$ cat src/rtl/acc4_seq_pkg.sv
`default_nettype none
// ---------------------------------------------------------------------------
// Module   : acc4_seq_pkg
// Purpose  : Shared state encoding and operand width for the 4-bit
//            burst accumulator.
// Revision : 1.0 - initial release
// ---------------------------------------------------------------------------
package acc4_seq_pkg;

  // Width of each operand and of the running sum.
  localparam int c_OP_W  = 4;
  // Width of the accepted-operand counter.
  localparam int c_CNT_W = 4;

  typedef enum logic [1:0] {
    IDLE = 2'd0,
    ACC  = 2'd1,
    DONE = 2'd2
  } state_t;

endpackage : acc4_seq_pkg
`default_nettype wire

$ cat src/rtl/acc4_seq_adder4.sv
`default_nettype none
// ---------------------------------------------------------------------------
// Module   : adder4
// Purpose  : Combinational 4-bit unsigned adder with carry-out.
// Revision : 1.1 - carry-out exposed
// ---------------------------------------------------------------------------
module adder4
  import acc4_seq_pkg::*;
(
  input  logic [c_OP_W-1:0] a_i,
  input  logic [c_OP_W-1:0] b_i,
  output logic [c_OP_W-1:0] sum_o,
  output logic              co_o
);

  // Zero-extend both operands so the top bit of the result is the carry.
  assign {co_o, sum_o} = {1'b0, a_i} + {1'b0, b_i};

endmodule : adder4
`default_nettype wire

$ cat src/rtl/acc4_seq.sv
`default_nettype none
// ---------------------------------------------------------------------------
// Module   : acc4_seq
// Purpose  : Sums a burst of NUM_OPS 4-bit operands (mod 16) with a sticky
//            carry-out flag; three-state IDLE/ACC/DONE controller.
// Revision : 1.0 - initial release
// ---------------------------------------------------------------------------
module acc4_seq
  import acc4_seq_pkg::*;
#(
  parameter int NUM_OPS = 4
) (
  input  logic              clk,
  input  logic              rst_n,
  input  logic              start,
  input  logic              in_valid,
  input  logic [c_OP_W-1:0] in_data,
  output logic              in_ready,
  output logic [c_OP_W-1:0] sum,
  output logic              ovf,
  output logic              busy,
  output logic              done
);

  // Count value at which the next acceptance completes the burst.
  localparam logic [c_CNT_W-1:0] LAST_CNT = c_CNT_W'(NUM_OPS - 1);

  state_t               state_q, state_d;
  logic [c_OP_W-1:0]    sum_q,   sum_d;
  logic                 ovf_q,   ovf_d;
  logic [c_CNT_W-1:0]   count_q, count_d;

  logic [c_OP_W-1:0]    add_sum;
  logic                 add_co;

  // Running sum plus the operand currently on the input.
  adder4 u_adder4 (
    .a_i   (sum_q),
    .b_i   (in_data),
    .sum_o (add_sum),
    .co_o  (add_co)
  );

  // State and datapath registers; reset is asynchronous and clears the burst.
  always_ff @(posedge clk or negedge rst_n) begin
    if (!rst_n) begin
      state_q <= IDLE;
      sum_q   <= '0;
      ovf_q   <= 1'b0;
      count_q <= '0;
    end else begin
      state_q <= state_d;
      sum_q   <= sum_d;
      ovf_q   <= ovf_d;
      count_q <= count_d;
    end
  end

  // Next-state and datapath update; everything holds unless a transition fires.
  always_comb begin
    state_d = state_q;
    sum_d   = sum_q;
    ovf_d   = ovf_q;
    count_d = count_q;
    case (state_q)
      IDLE: begin
        if (start) begin
          sum_d   = '0;
          ovf_d   = 1'b0;
          count_d = '0;
          state_d = ACC;
        end
      end
      ACC: begin
        // in_ready is implicitly high here, so in_valid alone qualifies.
        if (in_valid) begin
          sum_d   = add_sum;
          ovf_d   = ovf_q | add_co;
          count_d = count_q + 4'd1;
          if (count_q == LAST_CNT) begin
            state_d = DONE;
          end
        end
      end
      DONE: begin
        state_d = IDLE;
      end
      default: begin
        state_d = IDLE;
      end
    endcase
  end

  // Outputs come straight from registers or decoded state only.
  assign in_ready = (state_q == ACC);
  assign busy     = (state_q == ACC) || (state_q == DONE);
  assign done     = (state_q == DONE);
  assign sum      = sum_q;
  assign ovf      = ovf_q;

endmodule : acc4_seq
`default_nettype wire

$ cat config.mk
export PLATFORM = sky130hd
export DESIGN_NAME = acc4_seq
export DESIGN_NICKNAME = d
export VERILOG_FILES = /design/src/rtl/acc4_seq_pkg.sv /design/src/rtl/acc4_seq_adder4.sv /design/src/rtl/acc4_seq.sv
export SDC_FILE = /design/constraint.sdc
export NUM_CORES = 1
export LEC_CHECK = 0
export ABC_AREA = 1
export CAP_MARGIN = 5
export CORE_MARGIN = 5
export CORE_UTILIZATION = 35
export DETAILED_ROUTE_END_ITERATION = 16
export GPL_TIMING_DRIVEN = 0
export PLACE_DENSITY = 0.68
export SLEW_MARGIN = 20
export SYNTH_ARGS = -nofsm -noshare
export SYNTH_HDL_FRONTEND = slang
export SYNTH_HIERARCHICAL = 1
export SYNTH_SLANG_ARGS = --single-unit
export TNS_END_PERCENT = 10
$ cat constraint.sdc
create_clock -name clk -period 4.1 [get_ports clk]
set_input_delay 0.41 -clock clk [delete_from_list [all_inputs] [get_ports clk]]
set_output_delay 0.41 -clock clk [all_outputs]
set_load 0.1 [all_outputs]
==> metrics.md <==
| Metric | Value |
|---|---|
| Wire length per cell after detailed routing | `10.4 um` |
| Total clock buffers created by CTS | `3` |
| Synth Warn # | `6` |
| Drt via density | `around 4.6` |
| Pre-CTS setup slack | `around 1800 ps` |
| Worst Slack Setup Final | `~1500 ps` |
| Largest fanout on the critical path | `4` |
| Signed area change from the synthesized netlist to the final layout | `27.8%` |
| Pins Over Slew Limit | `0` |
| Setup Fix Bufs, Post-CTS | `0` |
| H-tree levels | `1` |
| Antenna violations before repair | `0` |
| Series of cell instances along the critical path | `inv_1, ha_1, clkdlybuf4s50_1` |
| Max capacitance violation total | `0` |
| Required @ worst endpoint | `around 3700 ps` |
| Wire length of the first global-routing pass | `2.78 mm` |
| Maximum count of clock buffers along a single path | `2` |
| Worst relative slew slack | `0.353` |
| Hold Violations, Final | `0` |
| Vias in the first global route | `around 660` |
| Part of the cycle the worst path needs | `0.630` |
| Average cell area after synthesis | `around 7.8 um2` |
| Total of flip-flops plus latches after synthesis | `11` |
| TritonCTS clock tree | `done` |
| Vias after detailed routing | `664` |
| Share of Yosys cell area claimed by the top area cell type | `0.364` |
| Routability congestion estimate | `a little over 0.7` |
| Detailed-route wire length | `roughly 1.5 mm` |
| Number of cells upsized or downsized after cts | `0` |
| Max frequency | `between 300 and 400 MHz` |
| Top cells by area, synth | `sky130_fd_sc_hd__dfrtp_1, sky130_fd_sc_hd__ha_1, sky130_fd_sc_hd__nand2_1, sky130_fd_sc_hd__nand3_1, sky130_fd_sc_hd__inv_1` |
| Mapped Cells | `97` |
| Stage delay of the slowest cell on the critical path | `between 1000 and 1500 ps` |
| Synth Net Count | `116` |
| Number of cell rows | `16` |
| CP endpoint kind | `output pin` |
| Worst Tran Pin Value | `967 ps` |
| Number of clock sinks | `11` |
| Floorplan die area | `approximately 3200 um2` |
| Number of design rule violations left after detail routing | `0` |
| Fin crit period | `about 2600 ps` |
| Number of buffer cells added on primary ports | `15` |
| EDFF count, synth | `0` |
| Diodes inserted | `0` |
| Cell variety after synth | `18` |
| Synth Flop Type | `sky130_fd_sc_hd__dfrtp_1` |
| Clock skew | `about 5.4 ps` |
| Die width | `56.5 um` |
| Maximum number of pins on one net before global-route repair | `12` |
| Crit-path slowest cell | `sky130_fd_sc_hd__clkdlybuf4s50_1` |
| Nets@finish | `between 100 and 150` |
| Worst path arrival time | `2170 ps` |
| Setup CP Type | `reg -> out` |
| Final setup fails | `0` |
| Layout cell share with drive strength beyond 1 | `0.0690` |
| Ports | `16` |
| Die height | `around 57 um` |
| Total track usage | `0.107` |
| Netlist Area Pre-Place | `757 um2` |
| Fill cell total of the finished layout | `approximately 200` |
| Crit path launch type | `flip-flop` |
| Total negative slack | `0 ps` |
| Layout Utilization | `0.483` |
| Initial detailed-routing violation count | `7` |
| Post-detail-place hpwl | `1.21 mm` |
| Total congestion overflow | `0` |
| Core Region | `2000 um2` |
| Cell type with the highest aggregate area in the netlist | `sky130_fd_sc_hd__dfrtp_1` |
| Clock transition time at the flip-flop clock pins of the worst setup and hold paths | `70 ps` |
| Antenna violation net count after detailed routing | `0` |
| CTS root buffer | `sky130_fd_sc_hd__clkbuf_4` |
| Source-to-sink clock delay at the later pin of the worst-skew pair | `270 ps` |
| Number of optimization iterations in the first detailed-route pass | `4` |
| CTS hold repair buffers | `0` |
| Most common library cells after synthesis | `sky130_fd_sc_hd__nand2_1, sky130_fd_sc_hd__inv_1, sky130_fd_sc_hd__nand3_1` |
| Setup repair after global routing missed its margin | `no` |
| Share of flip-flops with an asynchronous set or reset after synthesis | `1.00` |
| Hold Crit Class | `in -> async` |
| Part of the Yosys area used for sequential elements | `0.364` |
| Status | `complete, no violations` |
| Cell with the most instances after synthesis | `sky130_fd_sc_hd__nand2_1` |
| Initial Util | `0.378` |
-- routing by layer --
| layer | global-route usage | part of all wire |
|---|---|---|
| met3 | 0.0275 | 0.069 |
| met1 | 0.139 | 0.44 |
| met2 | 0.165 | 0.48 |
| met4 | 0.0508 | 0.010 |
| met5 | 0 | 0 |
-- worst max-delay path: cells and delay by family (launching register included) --
kind / cells / cell delay, ps
fa+ha+maj: 1 / 280
buf+inv: 2 / 1220
flops: 1 / 400
-- cell usage in the layout (no fill, tap or decap), drive strengths merged --
master / Yosys / layout
xor2: 1 / 1
o21ai: 5 / 5
xnor2: 1 / 1
nor2: 3 / 3
clkdlybuf4s50: 0 / 15
clkbuf: 0 / 4
ha: 10 / 10
nand4: 1 / 1
inv: 13 / 13
nand3: 12 / 12
nand2: 34 / 34
buf: 2 / 2
fa: 1 / 1
a21oi: 2 / 2
or2: 1 / 1
dfrtp: 11 / 11
-- path summary, 6_finish.rpt --
check | from | endpoint | slack [ps] | cells after the start
min reg2reg | sum[0]$_DFFE_PN0P_ | sum[0]$_DFFE_PN0P_ | 510 | 2
max | state_q[0]$_DFFE_PN0P_ | busy | 1520 | 3
min in group clk | sum[0]$_DFFE_PN0P_ | sum[0]$_DFFE_PN0P_ | 510 | 2
min | rst_n | count_q[3]$_DFFE_PN0P_ | 460 | 1
max in group asynchronous | rst_n | sum[3]$_DFFE_PN0P_ | 3320 | 1
max reg2reg | sum[0]$_DFFE_PN0P_ | ovf$_DFFE_PN0P_ | 2580 | 6
-- cell families (layout without fill, tap and decap cells) --
| kind of cell | Yosys count | count (layout) | share of synthesized area |
|---|---|---|---|
| DFF | 11 | 11 | 0.364 |
| buffers and inverters | 15 | 34 | 0.0892 |
| xor gates and xnor gates | 2 | 2 | 0.0231 |
| adders and majority gates | 11 | 11 | 0.192 |
| and+or+nand+nor | 51 | 51 | 0.286 |
| AOI/OAI and AO/OA | 7 | 7 | 0.0463 |
-- area by class of cell --
cell class | count | area, um2 | area share
multi-input combinational | 71 | 414 | 0.428
buffer | 2 | 16.3 | 0.0168
sequential | 11 | 275 | 0.285
clock buffer | 4 | 26.3 | 0.0272
tap | 27 | 33.8 | 0.0349
timing repair buffer | 15 | 150 | 0.155
inverter | 13 | 51.3 | 0.0530
-- flip-flops by register name (all words and copies together), names as in the netlist --
name,count
count_q,4
sum,4
state_q,2
ovf,1
-- through the flow --
| stage | instances | cell area (um2) | hold slack [ps] |
|---|---|---|---|
| final | 143 | 967 | 460 |
| after CTS | 143 | 967 | 487 |
| after floorplan | 97 | 757 | 114 |
| after detailed placement | 139 | 941 | 498 |
| after global placement | 139 | 941 | 495 |
| after global routing | 143 | 967 | 504 |
Power is not shown: default switching activity piles up to over one toggle a cycle in this logic, so the estimate is an artifact.
